$ cat src/rtl/eth_header_stream_parser.sv
// eth_header_stream_parser: streaming Ethernet/802.1Q/802.1ad header parser with payload pass-through
//   clk, rst_n                          clock, asynchronous active-low reset
//   in_data, in_valid, in_last, in_ready  frame byte stream, byte 0 first
//   hdr_valid, hdr_ready                 header record handshake
//   dest_mac, src_mac, ethertype_raw, vlan_count, vlan_id, hdr_is_len, hdr_err, hdr_has_payload
//                                        registered header record, stable while hdr_valid
//   out_data, out_valid, out_last, out_ready  payload byte stream (combinational pass-through)
module eth_header_stream_parser #(
   parameter int          MAX_VLAN_TAGS = 2,
   parameter logic [15:0] TPID_A        = 16'h8100,
   parameter logic [15:0] TPID_B        = 16'h88A8
) (
   input  logic                           clk,
   input  logic                           rst_n,
   input  logic [7:0]                     in_data,
   input  logic                           in_valid,
   input  logic                           in_last,
   output logic                           in_ready,
   output logic                           hdr_valid,
   input  logic                           hdr_ready,
   output logic [47:0]                    dest_mac,
   output logic [47:0]                    src_mac,
   output logic [15:0]                    ethertype_raw,
   output logic [2:0]                     vlan_count,
   output logic [MAX_VLAN_TAGS-1:0][11:0] vlan_id,
   output logic                           hdr_is_len,
   output logic                           hdr_err,
   output logic                           hdr_has_payload,
   output logic [7:0]                     out_data,
   output logic                           out_valid,
   output logic                           out_last,
   input  logic                           out_ready
);
   typedef enum logic [2:0] {S_MAC, S_TYPE, S_TCI, S_HDR, S_PAY} state_t;
   localparam logic [2:0] MAXV = 3'(MAX_VLAN_TAGS);
   state_t                         state_q, state_d;
   logic [3:0]                     cnt_q, cnt_d;
   logic [47:0]                    dest_q, dest_d, src_q, src_d;
   logic [7:0]                     hi_q, hi_d;
   logic [15:0]                    ety_q, ety_d;
   logic [2:0]                     vcnt_q, vcnt_d;
   logic [MAX_VLAN_TAGS-1:0][11:0] vid_q, vid_d;
   logic                           len_q, len_d, err_q, err_d, pay_q, pay_d;
   logic                           acc, in_hdr, in_pay;
   logic [15:0]                    word;

   assign in_hdr          = state_q inside {S_MAC, S_TYPE, S_TCI};
   assign in_pay          = state_q == S_PAY;
   assign in_ready        = in_hdr || (in_pay && out_ready);
   assign acc             = in_valid && in_ready;
   // first byte of a type/TCI pair is parked in hi_q; word is the completed pair
   assign word            = {hi_q, in_data};
   assign hdr_valid       = state_q == S_HDR;
   assign out_valid       = in_pay && in_valid;
   assign out_last        = in_pay && in_last;
   assign out_data        = in_pay ? in_data : 8'h00;
   assign dest_mac        = dest_q;
   assign src_mac         = src_q;
   assign ethertype_raw   = ety_q;
   assign vlan_count      = vcnt_q;
   assign vlan_id         = vid_q;
   assign hdr_is_len      = len_q;
   assign hdr_err         = err_q;
   assign hdr_has_payload = pay_q;

   always_comb begin
      state_d = state_q;
      cnt_d   = cnt_q;
      dest_d  = dest_q;
      src_d   = src_q;
      hi_d    = hi_q;
      ety_d   = ety_q;
      vcnt_d  = vcnt_q;
      vid_d   = vid_q;
      len_d   = len_q;
      err_d   = err_q;
      pay_d   = pay_q;
      if (acc && state_q == S_MAC) begin
         // bytes land at their final position so a runt leaves unreceived bytes at 0
         for (int k = 0; k < 6; k++) if (cnt_q == 4'(k)) dest_d[47-8*k -: 8] = in_data;
         for (int k = 0; k < 6; k++) if (cnt_q == 4'(k + 6)) src_d[47-8*k -: 8] = in_data;
         cnt_d   = (cnt_q == 4'd11) ? 4'd0 : cnt_q + 4'd1;
         state_d = (cnt_q == 4'd11) ? S_TYPE : S_MAC;
      end
      if (acc && state_q == S_TYPE) begin
         hi_d  = in_data;
         cnt_d = cnt_q[0] ? 4'd0 : 4'd1;
         if (cnt_q[0]) begin
            if ((word == TPID_A || word == TPID_B) && vcnt_q < MAXV) state_d = S_TCI;
            else begin
               ety_d   = word;
               len_d   = word < 16'h0600;
               pay_d   = !in_last;
               state_d = S_HDR;
            end
         end
      end
      if (acc && state_q == S_TCI) begin
         hi_d  = in_data;
         cnt_d = cnt_q[0] ? 4'd0 : 4'd1;
         if (cnt_q[0]) begin
            for (int k = 0; k < MAX_VLAN_TAGS; k++) if (vcnt_q == 3'(k)) vid_d[k] = {hi_q[3:0], in_data};
            vcnt_d  = vcnt_q + 3'd1;
            state_d = S_TYPE;
         end
      end
      // frame ended before the header completed: publish what arrived as a runt
      if (acc && in_last && in_hdr && state_d != S_HDR) begin
         state_d = S_HDR;
         err_d   = 1'b1;
         pay_d   = 1'b0;
      end
      if (state_q == S_HDR && hdr_ready) state_d = pay_q ? S_PAY : S_MAC;
      if (acc && in_pay && in_last) state_d = S_MAC;
      if (state_d == S_MAC && (state_q == S_HDR || in_pay)) begin
         cnt_d  = '0;
         dest_d = '0;
         src_d  = '0;
         hi_d   = '0;
         ety_d  = '0;
         vcnt_d = '0;
         vid_d  = '0;
         len_d  = 1'b0;
         err_d  = 1'b0;
         pay_d  = 1'b0;
      end
   end

   always_ff @(posedge clk or negedge rst_n) begin
      if (!rst_n) begin
         state_q <= S_MAC;
         cnt_q   <= '0;
         dest_q  <= '0;
         src_q   <= '0;
         hi_q    <= '0;
         ety_q   <= '0;
         vcnt_q  <= '0;
         vid_q   <= '0;
         len_q   <= 1'b0;
         err_q   <= 1'b0;
         pay_q   <= 1'b0;
      end else begin
         state_q <= state_d;
         cnt_q   <= cnt_d;
         dest_q  <= dest_d;
         src_q   <= src_d;
         hi_q    <= hi_d;
         ety_q   <= ety_d;
         vcnt_q  <= vcnt_d;
         vid_q   <= vid_d;
         len_q   <= len_d;
         err_q   <= err_d;
         pay_q   <= pay_d;
      end
   end
endmodule
$ cat config.mk
export PLATFORM = sky130hd
export DESIGN_NAME = eth_header_stream_parser
export DESIGN_NICKNAME = d
export VERILOG_FILES = /design/src/rtl/eth_header_stream_parser.sv
export SDC_FILE = /design/constraint.sdc
export NUM_CORES = 1
export LEC_CHECK = 0
export CAP_MARGIN = 15
export CELL_PAD_IN_SITES_DETAIL_PLACEMENT = 1
export CELL_PAD_IN_SITES_GLOBAL_PLACEMENT = 1
export CORE_AREA = 10 10 110 186
export DETAILED_ROUTE_END_ITERATION = 8
export DIE_AREA = 0 0 120 196
export HOLD_SLACK_MARGIN = 0.06
export PLACE_DENSITY_LB_ADDON = 0.08
export SYNTH_ARGS = -nofsm -noshare
export SYNTH_HDL_FRONTEND = slang
export SYNTH_SLANG_ARGS = --single-unit
$ cat constraint.sdc
create_clock -name clk -period 2.6 [get_ports clk]
set_input_delay 0.65 -clock clk [delete_from_list [all_inputs] [get_ports clk]]
set_output_delay 0.65 -clock clk [all_outputs]
set_load 0.05 [all_outputs]
==> flow_summary.json <==
{
  "dpl_cell_area_um2": 9284,
  "die_area_um2": 23520,
  "io_pins": 168,
  "synth_area_per_cell_um2": 11.22,
  "grt_pass1_wl_um": 36880,
  "fin_skew_ns": 0.01154,
  "cts_buffers": 17,
  "post-route-min-period_ns": 2.498,
  "startpoint_type": "flop",
  "maxSlewViolCount": 0,
  "intPower_mw": 5.778,
  "finalCritPeriodShare_pct": 96.08,
  "nNetsFinal": 825,
  "rows": 64,
  "irDropWorstVdd_v": 0.0004647,
  "seqCellArea_um2": 3929,
  "maxCapViolCount": 0,
  "arrival_ns": 1.85,
  "syn_inst": 640,
  "yosysSeqAreaShare_pct": 54.71,
  "synth-seq-cells": 157,
  "finalSetupViolCount": 0,
  "multiInputGateArea_um2": 2831,
  "p_leak_nw": 5.238,
  "core-area_um2": 17380,
  "clockPowerShare_pct": 22.6,
  "drive_gt1_share_pct": 11.89,
  "start_util_pct": 41.32,
  "vias": 5385,
  "powerDensity_nw_per_um2": 1062,
  "required_ns": 1.95,
  "fin_util_pct": 56.68,
  "synth.area.top_cells": "dfrtp_1 55%, mux2i_1 19%, nor2_1 6.8%",
  "synth_nets": 661,
  "yosys.area.top_type": "dfrtp_1",
  "clkSinkCount": 157,
  "swShare_pct": 44.75,
  "synth_ff_type": "dfrtp_1",
  "drt_wl_total_um": 23250,
  "synth-async-reset-ratio_pct": 100.0,
  "grt_pass1_vias": 6127,
  "routedWlPerCell_um": 22.21,
  "hold_viol": 0,
  "drc_errors": 0,
  "first_pass_iters": 4,
  "drt_iter0_markers": 235,
  "clk_latency_ns": 0.42,
  "outcome": "finished, final reports clean",
  "cts_root_buffer": "clkbuf_16",
  "nFillCells": 1845,
  "post_cts_buffers": 0,
  "power_switching_mw": 4.680,
  "syn_area_um2": 7181,
  "critPathMaxFanout": 12,
  "yosysWarningCount": 0,
  "endpoint_kind": "output port",
  "power_mw": 10.46,
  "die_h_um": 196,
  "tritoncts": "done",
  "numPortBuffers": 167,
  "seqPwrFrac_pct": 33.0,
  "hold_path_class": "in -> async",
  "vias_per_cell": 5.143,
  "clockBufferDepth": 2,
  "grt_setup_unrepaired": "false",
  "p_comb_share_pct": 44.3,
  "antenna_cells": 0,
  "slew_headroom_pct": 44.66,
  "detail-route-antenna-nets": 0,
  "max_freq_mhz": 400.3,
  "htree_num_levels": 4,
  "antenna_found_initial": 0,
  "synth_top_area_share_pct": 54.71,
  "fp.dieW_um": 120,
  "grt_max_degree": 59,
  "stdcell_area_um2": 9849,
  "synthToLayoutAreaGrowth_pct": 37.17,
  "clk_pin_slew_ns": 0.07,
  "crit_type": "reg -> out",
  "post-dp-hpwl_um": 16400,
  "ys_types": 49,
  "grt_overflow": 0,
  "place_congestion": 0.8344,
  "synth_edf_count": 0,
  "tightest_slew_ns": 0.8290,
  "grtUsageTotal_pct": 20.04,
  "cts-hold-fix-buffers": 0
}
[state kept, by name, indices dropped and copies added, names as in the netlist]
signal           cells
dest_mac            48
hdr_is_len           1
cnt_q                4
hi_q                 8
vlan_count           3
ethertype_raw       16
src_mac             48
vlan_id             24
hdr_err              1
hdr_has_payload      1
state_q              3
[final timing paths]
check | from | endpoint | slack (ns) | cells past startpoint
setup / recovery | state_q[2] | out_last | 0.10 | 3
min in group clk | src_mac[41] | src_mac[41] | 0.53 | 2
hold reg to reg | src_mac[41] | src_mac[41] | 0.53 | 2
max in group asynchronous | rst_n | src_mac[40] | 1.69 | 2
hold / removal | rst_n | ethertype_raw[2] | 0.19 | 1
setup reg to reg | state_q[1] | cnt_q[3] | 0.36 | 4
[synth_stat cells, types with 2 or more instances]
library cell	instances
nand3_1	12
buf_2	9
a21oi_1	15
and4bb_2	4
nor2b_1	2
or3_1	2
nor3_1	9
nor4_1	2
mux2i_1	138
nand2b_1	2
nand3_4	5
nor3b_1	2
buf_6	15
buf_4	5
inv_1	23
nand4b_1	7
xor2_1	2
o32ai_1	2
ha_1	7
dfrtp_1	157
clkbuf_1	22
nor4b_1	2
nor2_1	130
o22ai_1	2
clkbuf_2	4
nand2_1	37
[cell families after synthesis]
logic type | Yosys count | share of synthesized area [%]
simple gates | 224 | 15.32
flops | 157 | 54.71
mux | 138 | 19.24
buf+inv | 79 | 6.186
compound gates | 32 | 2.962
fa+ha+maj | 7 | 1.220
xor+xnor | 3 | 0.3660
[per-stage QoR]
| stage | cells | setup TNS, ns | setup slack [ns] | hold slack, ns |
|---|---|---|---|---|
| after global routing | 1047 | 0 | 0.003216 | 0.2155 |
| after detailed placement | 1016 | -0.1305 | -0.04023 | 0.5168 |
| final | 1047 | 0 | 0.1020 | 0.1931 |
| after global placement | 1016 | 0 | 0.07442 | 0.5027 |
| after CTS | 1047 | 0 | 0.1023 | 0.2089 |
| after floorplan | 640 | -0.9035 | -0.1398 | 0.3544 |
[cell type report]
| type | instances | share of cell area, % |
|---|---|---|
| tap | 231 | 2.934 |
| clock buffer | 17 | 4.319 |
| inverter | 23 | 0.8765 |
| sequential | 157 | 39.89 |
| timing repair buffer | 201 | 21.94 |
| clock inverter | 14 | 1.296 |
| multi-input combinational | 404 | 28.75 |
[timing repair]
action	4_1_cts	5_1_grt
setup endpoints to repair	3	1
resized for setup	2	1
gates cloned	0	0
hold endpoints to repair	0	0
[power groups by stage]
stage | combinational (mW) | sequential, mW | clock [mW]
after detailed placement | 4.66 | 3.49 | 0
final | 4.64 | 3.45 | 2.37
after CTS | 4.70 | 3.45 | 2.42
after global placement | 4.55 | 3.46 | 0
after global routing | 4.92 | 3.52 | 2.53
after floorplan | 1.57 | 4.79 | 0
[placed cells by master, fill, tap and decap left out, types with 4 or more instances in the layout]
cell,instances
nand3_4,5
buf_4,25
ha_1,7
dfrtp_1,157
mux2i_1,138
inv_8,5
nor3_1,8
nand3_1,12
nand4b_1,7
inv_6,5
buf_12,21
clkbuf_16,17
inv_1,23
nand2_1,37
a21oi_1,15
and4bb_2,4
nor2_1,130
clkdlybuf4s50_1,154
[per-layer routing]
layer | vias up | wire length [um] | track usage [%]
li1 | 2467 | - | -
met1 | 2755 | 8693 | 21.00
met2 | 129 | 12900 | 37.01
met3 | 34 | 979 | 4.830
met4 | 0 | 677 | 8.259
met5 | - | 0 | 0
[worst max-delay path, cell delays in order, from the launching register on]
cell      delay [ns]
dfrtp_1         0.57
nand2b_2        0.26
nor3b_1         0.40
buf_12          0.19
(Power assumes the default switching activity.)
